$ cat config.mk
export PLATFORM = sky130hd
export DESIGN_NAME = sequence_detector
export DESIGN_NICKNAME = d
export VERILOG_FILES = /design/src/rtl/sequence_detector.sv
export SDC_FILE = /design/constraint.sdc
export NUM_CORES = 1
export LEC_CHECK = 0
export CAP_MARGIN = 0
export CORE_AREA = 2 2 39 41
export CTS_CLUSTER_SIZE = 30
export DETAILED_ROUTE_END_ITERATION = 8
export DIE_AREA = 0 0 41 43
export PLACE_DENSITY = 0.3
export SYNTH_ARGS = -nofsm -noshare
export SYNTH_HDL_FRONTEND = slang
export SYNTH_SLANG_ARGS = --single-unit
$ cat constraint.sdc
create_clock -name clk -period 1.05 [get_ports clk]
set_input_delay 0.1575 -clock clk [delete_from_list [all_inputs] [get_ports clk]]
set_output_delay 0.1575 -clock clk [all_outputs]
set_load 0.01 [all_outputs]
$ cat src/rtl/sequence_detector.sv
// -----------------------------------------------------------------------------
// sequence_detector
//
// Serial bit-pattern detector. One bit of x is sampled on every rising edge of
// clk. The FSM state is the length of the longest PATTERN prefix that is a
// suffix of the bits received so far (0 .. PAT_LEN-1). When the sampled bit
// completes the pattern, y is registered high for exactly one cycle.
//
// The transition table is built at elaboration time from PATTERN, so any
// pattern of legal length works without editing the logic.
//
// Parameters
//   PAT_LEN  pattern length in bits (2..16)
//   PATTERN  target sequence, MSB is the first bit received
//   OVERLAP  1: after a hit keep the longest proper border of PATTERN
//            0: after a hit restart from the empty match
//
// Ports
//   clk    in   rising-edge clock
//   reset  in   synchronous, active-high; clears the match state and y
//   x      in   serial data bit
//   y      out  registered one-cycle detect pulse
//
// Handshake: none. x is consumed unconditionally every cycle; y is a pure
// pulse with no back-pressure.
// -----------------------------------------------------------------------------
module sequence_detector #(
    parameter int unsigned        PAT_LEN = 4,
    parameter logic [PAT_LEN-1:0] PATTERN = 4'b1101,
    parameter bit                 OVERLAP = 1'b1
) (
    input  logic clk,
    input  logic reset,
    input  logic x,
    output logic y
);

    // Enough bits to hold the largest live state, PAT_LEN-1.
    localparam int unsigned SW = $clog2(PAT_LEN);

    // States are numeric prefix lengths whose count depends on PAT_LEN, so
    // they are a plain vector type rather than a fixed enumeration. S_EMPTY
    // is the "nothing matched" state.
    typedef logic [SW-1:0] state_t;
    localparam state_t S_EMPTY = '0;

    // Bit i of the pattern in arrival order (i = 0 is the first bit received).
    function automatic logic pat_bit(input int i);
        logic [PAT_LEN-1:0] shifted;
        shifted = PATTERN >> (PAT_LEN - 1 - i);
        return shifted[0];
    endfunction

    // Length of the longest PATTERN prefix that is a suffix of the string
    // (first k pattern bits, then xb). This is exactly the value the KMP
    // failure links produce for the extended match; computing it directly is
    // simpler and costs nothing since it only runs at elaboration.
    // A result of PAT_LEN means the pattern has just been completed.
    function automatic int ext_len(input int k, input logic xb);
        int   best;
        int   j;
        logic ok;
        logic sb;
        best = 0;
        for (int l = 1; l <= k + 1; l++) begin
            ok = 1'b1;
            for (int i = 0; i < l; i++) begin
                j  = k + 1 - l + i;
                sb = (j == k) ? xb : pat_bit(j);
                if (pat_bit(i) != sb) ok = 1'b0;
            end
            if (ok) best = l;
        end
        return best;
    endfunction

    // Longest proper prefix of PATTERN that is also a suffix of it: the state
    // an overlapping detector resumes from after a hit.
    function automatic int border_len();
        int   best;
        logic ok;
        best = 0;
        for (int l = 1; l < int'(PAT_LEN); l++) begin
            ok = 1'b1;
            for (int i = 0; i < l; i++) begin
                if (pat_bit(i) != pat_bit(int'(PAT_LEN) - l + i)) ok = 1'b0;
            end
            if (ok) best = l;
        end
        return best;
    endfunction

    localparam int     BORDER    = border_len();
    localparam state_t HIT_STATE = OVERLAP ? state_t'(BORDER) : S_EMPTY;

    // Elaborated transition table, indexed [x][state].
    state_t nxt_tab [2][PAT_LEN];
    logic   hit_tab [2][PAT_LEN];

    for (genvar k = 0; k < int'(PAT_LEN); k++) begin : g_state
        for (genvar b = 0; b < 2; b++) begin : g_bit
            localparam int     LEN = ext_len(k, 1'(b));
            localparam logic   HIT = (LEN == int'(PAT_LEN));
            localparam state_t NXT = HIT ? HIT_STATE : state_t'(LEN);
            assign nxt_tab[b][k] = NXT;
            assign hit_tab[b][k] = HIT;
        end
    end

    state_t state;
    state_t state_nxt;
    logic   hit_nxt;

    // Next-state logic. Any state value outside 0..PAT_LEN-1 (unreachable,
    // only possible when PAT_LEN is not a power of two) falls back to empty.
    always_comb begin
        state_nxt = S_EMPTY;
        hit_nxt   = 1'b0;
        for (int k = 0; k < int'(PAT_LEN); k++) begin
            if (state == state_t'(k)) begin
                state_nxt = nxt_tab[x][k];
                hit_nxt   = hit_tab[x][k];
            end
        end
    end

    // State register. y is registered from the completing transition, so it
    // is stable for the whole cycle after the edge that sampled the last bit.
    always_ff @(posedge clk) begin
        if (reset) begin
            state <= S_EMPTY;
            y     <= 1'b0;
        end else begin
            state <= state_nxt;
            y     <= hit_nxt;
        end
    end

endmodule

---- Yosys cells after proc, flatten, opt, wreduce, memory -nomap -nowiden ----
Cells that the tools add are included.
storage, ports and cells
  bits in registers ....................... 3
  input bits .............................. 3
  output and inout port bits .............. 1
  logic and storage cells ................. 22
cells by class
  magnitude comparators ................... 1
  equality and inequality tests ........... 3
  mux-type cells .......................... 14
  bitwise logic cells ..................... 1
  reductions and logical operators ........ 1
operator list
  cell                  count
  $mux W8               2
  $mux W2               4
  $mux W4               2
  $mux W7               1
  $mux W1               5
  $eq A2 B2 Y1 const B  2
  $eq A2 B1 Y1 const B  1
  $ge A2 B2 Y1 const B  1
  $logic_not A2 Y1      1
  $not A1 Y2            1

---- Longest topological paths before layout ----
  depth after elaboration ................. 8
  depth in mapped cells ................... 2
  mapped depth without buffers ............ 2

---- Worst setup path before layout ----
Ideal clock, no wire load.
  kind .................................... reg-to-reg
  from .................................... register state[1]
  to ...................................... register state[0]
  setup time .............................. 0.086 ns
  data arrival time ....................... 0.634 ns
  data required time ...................... 0.964 ns
  slack ................................... 0.330 ns
  stages on the path, launching flop included .. 3
  buffers on the path ..................... 0
  period minus slack after synthesis ...... 0.720 ns
  cells stage by stage .................... dfxtp_1 > xnor2_1 > a211oi_1
on the way
  word-level cells in the longest chain between the ends .. 5
  elaborated cells between the ends (all ways) .. 8
  those cells by class .................... eq/ne (3); mux (4); reduce/logical (1)
ends and longest elaborated chain
  what                    line  RTL
  start, declared         110   state_t state;
  start signal, assigned  134   state <= state_nxt;
  $logic_not A2 Y1        120   if (state == state_t'(k)) begin
  $mux W2 (3 in series)   120
  $mux W2 *               120
Every way passes the cells marked *; elsewhere a longest branch is shown, timed or not.
A chain may end at the register's enable or synchronous reset.

---- Worst setup path after layout ----
  from .................................... register y
  to ...................................... output y
RTL lines
  what                    line  RTL
  start, declared         35    output logic y
  start signal, assigned  135   y <= hit_nxt;
No word-level cell between the ends.

==> summary.md <==
| Metric | Value |
|---|---|
| DR WL/cell | `7.51 um` |
| Gr usage total | `0.0502` |
| Core ar. | `1380 um2` |
| Final Net Count | `23` |
| CP cell instances | `dlygate4sd2_1` |
| Via/cell ratio | `3.17` |
| Fin Clk Skew | `0.338 ps` |
| Slowest stage delay, CP | `~280 ps` |
| Slew headroom | `0.878` |
| Yosys cell types | `10` |
| Achievable clock frequency | `1050 MHz` |
| Buf/Inv on CP | `1` |
| # DRC | `0` |
| Final instance area | `190 um2` |
| DRT Pass-1 Iters | `3` |
| Syn_area_per_cell | `9.59 um2` |
| PnR worst setup slack | `~100 ps` |
| Max IR drop VDD | `575 uV` |
| CTS root buf | `clkbuf_4` |
| Worst-margin pin slew | `181 ps` |
| Placed Instances | `31` |
| Crit path max-delay cell type | `dfxtp_1` |
| Synth warnings | `0` |
| Most frequent cells in the layout | `clkbuf_4, dfxtp_1, clkdlybuf4s50_1` |
| Io pins | `4` |
| Vias in the first global route | `between 90 and 100` |
| Hold WC Path Type | `reg -> reg` |
| Via count | `111` |
| Sequential share of the synthesized area | `0.522` |
| Die Ht | `43 um` |
| Synth-to-Final Area Change | `65.2%` |
| CTS tree | `built` |
| Fin. max-slew vios | `0` |
| DP HPWL | `168 um` |
| Max cap viols | `0` |
| P_leak | `between 0.06 and 0.07 nW` |
| Ant diodes | `0` |
| Worst-path clk slew | `40 ps` |
| Row count | `14` |
| Worst setup EP type | `output pin` |
| Endpoints failing hold | `0` |
| Synthesized instance count | `12` |
| Area of placed instances | `165 um2` |
| Crit Path Max Fanout | `1` |
| DRT iter0 DRCs | `2` |
| Final period utilization | `0.905` |
| Status | `complete, no violations` |
| Worst-case clock buffer depth | `2` |
| Final wirelength | `around 260 um` |
| First-pass GRT wire length | `414 um` |
| Worst EP required | `890 ps` |
| Worst skew pair latency | `240 ps` |
| Die area | `1760 um2` |
| CTS buffer count | `3` |
| Clk sinks | `3` |
| Synthesized flop and latch total | `3` |
| Fin cells | `35` |
| CP Class | `reg -> out` |
| PortBufs | `3` |
| CP Data Arrival Time | `about 790 ps` |
| Final core occ | `0.137` |
| Final min period | `between 900 and 1000 ps` |
| Pin count of the biggest net entering global routing | `6` |
| H-tree depth | `1` |
| Setup bufs post-CTS | `0` |
| CP startpoint kind | `register` |
| Final Setup Violations | `0` |
| GP Congestion | `0.619` |
| Share of layout cells above drive strength 1 | `0.158` |
| Die W | `41 um` |
| Worst path top cell family by delay | `flip-flops` |
| RSZ-0062 raised after global routing | `false` |
| Initial Utilization | `0.0832` |
| Routed Antenna Nets | `0` |
| Synth Cell Area | `115 um2` |
| Minimum setup slack after placement | `-91.0 ps` |
| P per Cell Area | `between 1500 and 2000 nW/um2` |
| Antenna violations before repair | `0` |
| Grt total ovfl | `0` |
| Syn nets | `15` |
| Final Hold Slack | `between 400 and 500 ps` |
==> state kept, by name, indices dropped and copies added, names as in the netlist <==
register,count
state,2
y,1
==> layout make-up <==
| cell class | instances | area, um2 |
|---|---|---|
| Inverter | 1 | 3.75 |
| Clock buffer | 4 | 26.3 |
| Fill cell | 154 | 1190 |
| Tap cell | 16 | 20.0 |
| Timing Repair Buffer | 3 | 28.8 |
| Sequential cell | 3 | 60.1 |
| Multi-Input combinational cell | 8 | 51.3 |
==> routing by layer <==
metal,track usage,routed length [um]
met3,0.0942,53
met5,0,0
met1,0.0417,127
met2,0.0313,66
met4,0.0600,15
==> path summary, 6_finish.rpt <==
kind	slack [ps]	end	depth (start not counted)	startpoint
worst max-delay path	100	y	1	y
worst max register to register	250	state[0]	2	state[1]
worst min-delay path	490	y	2	state[1]
worst min register to register	490	y	2	state[1]
==> metrics by stage <==
stage                     TNS [ps]  power, mW
final                            0      0.375
after global routing             0      0.410
after CTS                        0      0.386
after detailed placement     -91.0      0.164
after global placement       -20.3      0.162
after floorplan                  0      0.150
==> synth_stat cells <==
cell / instances / share of area
nand2b_1: 1 / 0.054
nand2_1: 1 / 0.033
inv_1: 1 / 0.033
nor3_1: 1 / 0.043
xnor2_1: 1 / 0.076
a211oi_1: 1 / 0.065
dfxtp_1: 3 / 0.52
nand3b_1: 1 / 0.065
a21oi_1: 1 / 0.043
a21boi_0: 1 / 0.065
==> repair_timing <==
action,in CTS,in global routing
hold buffers,0,0
setup endpoints to repair,1,0
gates resized for setup,1,0
==> cell families after synthesis <==
| kind of cell | count (synthesis) | synth area share |
|---|---|---|
| compound gates | 3 | 0.174 |
| xor+xnor | 1 | 0.0761 |
| buf+inv | 1 | 0.0326 |
| flops | 3 | 0.522 |
| simple gates | 4 | 0.196 |
==> power breakdown <==
group / total [mW] / switching [mW] / internal [mW]
combinational: 0.0321 / 0.0126 / 0.0195
sequential: 0.131 / 0.00813 / 0.123
clock: 0.212 / 0.0692 / 0.143
Power figures use the tool's default switching activity.
